File: config.mk
export PLATFORM = sky130hd
export DESIGN_NAME = if_id_queue
export DESIGN_NICKNAME = d
export VERILOG_FILES = /design/src/rtl/if_id_queue.sv
export SDC_FILE = /design/constraint.sdc
export NUM_CORES = 1
export LEC_CHECK = 0
export ABC_AREA = 1
export BUFFER_PORTS_ARGS = -buffer_cell sky130_fd_sc_hd__buf_2
export CAP_MARGIN = 20
export CORE_MARGIN = 1.5
export CORE_UTILIZATION = 40
export DETAILED_ROUTE_END_ITERATION = 8
export GPL_TIMING_DRIVEN = 0
export HOLD_SLACK_MARGIN = 0.12
export SYNTH_ARGS = -nofsm -noshare
export SYNTH_HDL_FRONTEND = slang
export SYNTH_SLANG_ARGS = --single-unit
File: constraint.sdc
create_clock -name clk -period 11.1 [get_ports clk]
set_input_delay 1.11 -clock clk [delete_from_list [all_inputs] [get_ports clk]]
set_output_delay 1.11 -clock clk [all_outputs]
set_load 0.01 [all_outputs]
File: src/rtl/if_id_queue.sv
// if_id_queue: DEPTH-entry first-word-fall-through instruction queue between fetch and decode.
// Revision: 1.0 - initial release.
`default_nettype none

module if_id_queue #(
  parameter int                ADDR_W   = 32,
  parameter int                INST_W   = 32,
  parameter int                DEPTH    = 4,
  parameter logic [INST_W-1:0] NOP_INST = 32'h00000000
) (
  input  logic                     clk,
  input  logic                     rst,
  input  logic                     flush,
  input  logic                     if_valid,
  input  logic [ADDR_W-1:0]        if_pc,
  input  logic [INST_W-1:0]        if_inst,
  output logic                     if_ready,
  input  logic                     id_ready,
  output logic                     id_valid,
  output logic [ADDR_W-1:0]        id_pc,
  output logic [INST_W-1:0]        id_inst,
  output logic [$clog2(DEPTH):0]   count
);

  localparam int                PTR_W   = $clog2(DEPTH);
  localparam int                CNT_W   = PTR_W + 1;
  localparam logic [CNT_W-1:0]  c_DEPTH = CNT_W'(DEPTH);
  localparam logic [PTR_W-1:0]  c_PTR_1 = PTR_W'(1);
  localparam logic [CNT_W-1:0]  c_CNT_1 = CNT_W'(1);

  logic [ADDR_W-1:0] r_pc_mem   [DEPTH];
  logic [INST_W-1:0] r_inst_mem [DEPTH];
  logic [PTR_W-1:0]  r_wptr;
  logic [PTR_W-1:0]  r_rptr;
  logic [CNT_W-1:0]  r_count;

  logic w_not_empty;
  logic w_push;
  logic w_pop;

  assign w_not_empty = (r_count != '0);
  // Readiness ignores id_ready: a full queue never accepts, even while popping.
  assign if_ready    = rst & ~flush & (r_count < c_DEPTH);
  assign w_push      = if_valid & if_ready;
  assign w_pop       = w_not_empty & id_ready & ~flush;

  always_ff @(posedge clk or negedge rst) begin
    if (!rst) begin
      r_wptr  <= '0;
      r_rptr  <= '0;
      r_count <= '0;
    end else if (flush) begin
      r_wptr  <= '0;
      r_rptr  <= '0;
      r_count <= '0;
    end else begin
      if (w_push) r_wptr <= r_wptr + c_PTR_1;
      if (w_pop)  r_rptr <= r_rptr + c_PTR_1;
      if (w_push && !w_pop)      r_count <= r_count + c_CNT_1;
      else if (w_pop && !w_push) r_count <= r_count - c_CNT_1;
    end
  end

  // Storage is not reset; the output mux below keeps stale contents off id_*.
  always_ff @(posedge clk) begin
    if (w_push) begin
      r_pc_mem[r_wptr]   <= if_pc;
      r_inst_mem[r_wptr] <= if_inst;
    end
  end

  assign id_valid = w_not_empty;
  assign id_pc    = w_not_empty ? r_pc_mem[r_rptr]   : '0;
  assign id_inst  = w_not_empty ? r_inst_mem[r_rptr] : NOP_INST;
  assign count    = r_count;

endmodule

`default_nettype wire

Yosys cells after proc, flatten, opt, wreduce, memory -nomap -nowiden:

Memory sizes are Yosys's and may differ from the RTL's.
Index checks and enable logic that the tools add are counted.

* register bits after elaboration: 7
* RAM bits: 256
* input port bits: 69
* output and inout bits: 69
* logic and storage cells: 35
* memories: 2

Memory list
* r_inst_mem: depth 4, width 32, read ports 1, clocked after Yosys merged registers in 0, wr ports 1, RTL line 32 `logic [INST_W-1:0] r_inst_mem [DEPTH];`
* r_pc_mem: depth 4, width 32, read ports 1, clocked after Yosys merged registers in 0, wr ports 1, RTL line 31 `logic [ADDR_W-1:0] r_pc_mem [DEPTH];`

* $add $sub $neg: 4
* order comparisons: 1
* multiplexer cells: 11
* bitwise gates (word level): 6
* reduce and logical (&&, ||, !) cells: 8

Operators with widths (number)
* $mux 32: 2
* $mux 3: 3
* $mux 2: 4
* $reduce_bool 3->1: 2
* $and 1x1->1: 5
* $add 2x1->2 const B: 2
* $reduce_bool 2->1: 2
* $add 3x1->3 const B: 1
* $lt 3x3->1 const B: 1
* $sub 3x1->3 const B: 1
* $logic_and 1x1->1: 2
* $logic_not 1->1: 2
* $mux 1: 2
* $not 1->1: 1

Logic depth before layout (Yosys ltp):

* word-level depth: 9
* depth in mapped cells: 10
* mapped depth without buffers: 10

Least setup slack after synthesis:

Ideal clock, no wire load.

* path type: input to register
* start point: input port flush
* end point: memory r_inst_mem[0][0] (enable)
* setup time: 0.486 ns
* arrival time: 4.247 ns
* setup slack: 6.366 ns
* stages: 5
* buffers on the path: 0
* path through: inv_1 > nand3_1 > nor2_1 > inv_1 > nor2_1

* word-level cells in the longest chain between the ends: 6

RTL lines
* start: declaration: RTL line 13 `input logic flush,`
* $not 1->1: RTL line 43 `assign if_ready = rst & ~flush & (r_count < c_DEPTH);`
* $and 1x1->1 (2 in a row): RTL line 43
* $and 1x1->1: RTL line 44 `assign w_push = if_valid & if_ready;`
* $mux 1: RTL line 66 `if (w_push) begin`
* $mux 1 (not written as such): RTL line 68 `r_inst_mem[r_wptr] <= if_inst;`
* end: declaration: RTL line 32

Every way passes these cells.

Final worst setup path:

* start point: register r_rptr[0]
* end point: output port id_inst[0]

* word-level cells in the longest chain between the ends: 2

RTL lines
* start: declaration: RTL line 34 `logic [PTR_W-1:0] r_rptr;`
* start signal: assignment: RTL line 58 `if (w_pop) r_rptr <= r_rptr + c_PTR_1;`
* $mem_v2 4x32
* $mux 32: RTL line 74 `assign id_inst = w_not_empty ? r_inst_mem[r_rptr] : NOP_INST;`
* end: declaration: RTL line 21 `output logic [INST_W-1:0] id_inst,`

Every way passes these cells.

==> results.ini <==
[run_status]
status = finished clean

[synthesis]
yosysSeqAreaShare_pct = 76.2
syn_avg_cell_area_um2 = 12.7
synth_area_um2 = 10300
synth_edf_count = 256
yosys_warnings = 0
synthArstFlopShare_pct = 2.66
ys.flop_type = edfxtp_1
synthesis.instances = 815
ys_types = 20
synthesis.nets = 889
synth_seq_cells = 263

[layout]
fillers = 2247
nets = 1065
final_cells = 1346
mostFrequentLayoutCell = nor2_1
multiInputGateArea_um2 = 2170
layout_common_cells = nor2_1, edfxtp_1, buf_2, o21ai_0, a21oi_1
areaGrowthSynthToFinish_pct = 22.1
final_area_um2 = 12600
register_area_um2 = 7860
drive_above_1_share_pct = 21.4

[detailed_routing]
wirelength_um = 24100
wl_per_cell_um = 17.9
drt_iter0_drc = 493
via_count = 6666
drc = 0
first_pass_iters = 4
viasPerCell = 4.95
drtAntennaViolNets = 0

[power_and_ir_drop]
powerDensity_nw_per_um2 = 222
peakVddDrop_v = 0.000123
totalPowerFinal_uw = 2800
p_int_uw = 1940
comb_power_share_pct = 26.1
seq_power_share_pct = 40.3
clkPwrFrac_pct = 33.6
p_sw_uw = 859
power_leakage_uw = 0.00458
p_sw_share_pct = 30.7

[floorplanning]
pin_count = 138
start_util_pct = 40.9
die_h_um = 164
die_width_um = 164
std_cell_rows = 58
core_um2 = 25300
die_area_um2 = 26800

[critical_path]
path_common_cell = buf_2
end_kind = output port
worstPathMaxFanout = 10
cpPeakStageDelay_ps = 460
start_kind = register
critical_path_arrival_ps = 2390
worst_ep_required_time_ps = 9990
r2r_cells = 7
r2r_setup_slack_ps = 8520
path_cells = inv_2, buf_2, clkbuf_1, o21ai_0, a21oi_1, buf_2
crit_buf_inv = 4
regToRegStartpoint = count[2]
crit_family = buffers and inverters
crit_slowest_cell = dfrtp_1
critPathKind = register to output port
r2r_end = r_inst_mem[1][12]

[global_route]
grt_pass1_vias = 6459
grt.busiest_layer = met2
antenna_found_initial = 3
grt_first_pass_wirelength_um = 36300
grt_max_degree = 27
grt_use_met2_pct = 30.7
grtUsageMet1_pct = 23.6
grt_use_total_pct = 18.1
grt_use_met3_pct = 3.38
globalRoute.totalOverflow = 0

[placed_design]
io_buffer_count = 137
hpwl_um = 15000
dpl_cell_area_um2 = 11600
gp_congestion = 0.734
place_inst = 1291

[cts]
cts_tree = built
clockBufferDepth = 3
cts.repair.resized = 0
cts_buffers = 28
cts_setup_buffers = 0
h-tree-depth = 1
postCtsHoldBufs = 0
insertion_delay_ps = 540
cts_sinks = 263
clkTransAtPathRegs_ps = 60
ctsRootBufferMaster = clkbuf_16

[sta]
setup_tns_ps = 0
fmax_mhz = 285
max_slew_margin_pct = 48.9
whs_ps = 426
tightest_slew_ps = 764
min_period_ps = 3500
fin_skew_ps = 17.9
setup_viol = 0
finalMaxSlewViolations = 0
finalCritPeriodShare_pct = 31.6
rsz0062_at_grt = no
hold_viol_final = 0

[hold_path]
holdCritPathClass = input port to asynchronous set/reset pin

[flow_run]
cap_violations = 0

power by group through the flow:
stage / clock (uW) / sequential, uW / combinational, uW
2_1_floorplan: 0 / 1150 / 412
5_1_grt: 998 / 1130 / 818
4_1_cts: 964 / 1130 / 749
6_report: 941 / 1130 / 731
3_5_place_dp: 0 / 1150 / 744
3_3_place_gp: 0 / 1150 / 733
state kept, by name (all words and copies together), names as in the netlist:
signal and cells:
r_inst_mem 128, r_rptr 2, count 3, r_pc_mem 128, r_wptr 2
through the flow:
stage	util, %	setup WS (ps)
6_report	49.9	7600
5_1_grt	49.9	7390
4_1_cts	49.9	7520
3_5_place_dp	46.1	7650
3_3_place_gp	45.2	3820
2_1_floorplan	-	6370
routing by layer:
| metal | up-vias | share of wire, % | wire, um |
|---|---|---|---|
| met5 | - | 0 | 0 |
| met4 | 0 | 2.1 | 515 |
| met3 | 39 | 5.9 | 1430 |
| met2 | 185 | 49 | 11900 |
| met1 | 3206 | 43 | 10300 |
| li1 | 3236 | - | - |
logic make-up after synthesis:
group,after synthesis,share of synthesized area [%]
buf+inv,67,3.10
flops,263,76.2
simple gates,279,10.2
fa+ha+maj,5,0.679
compound gates,201,9.81
worst max-delay path by stage:
stage	endpoint	cells past startpoint	slack (ps)	from
finish	id_inst[0]	6	7600	r_rptr[0]
detailed placement	r_inst_mem[1][7]	7	7650	rst
global route	id_pc[31]	6	7390	r_rptr[0]
floorplan	r_inst_mem[0][0]	5	6370	flush
CTS	id_pc[31]	6	7520	r_rptr[0]
global placement	r_inst_mem[3][8]	5	3820	rst
cell type report:
cell class                 instances  area share (%)
antenna                            3          0.0596
buffer                            48            1.98
clock buffer                      39            6.13
clock inverter                    13            1.40
inverter                          19           0.566
multi-input combinational        485            17.2
sequential                       263            62.4
tap                              330            3.28
timing repair buffer             146            6.99
Yosys cell counts (4+ instances only):
cell | instances | area share [%]
clkbuf_1 | 17 | 0.62
buf_4 | 14 | 1.0
buf_1 | 9 | 0.33
edfxtp_1 | 256 | 74
nand2_1 | 14 | 0.51
nor2_1 | 261 | 9.5
dfrtp_1 | 7 | 1.7
a21oi_1 | 66 | 3.2
o21ai_0 | 130 | 6.3
buf_2 | 7 | 0.34
inv_1 | 17 | 0.62
ha_1 | 4 | 0.48
No activity file was read; power rests on OpenSTA's default activity.
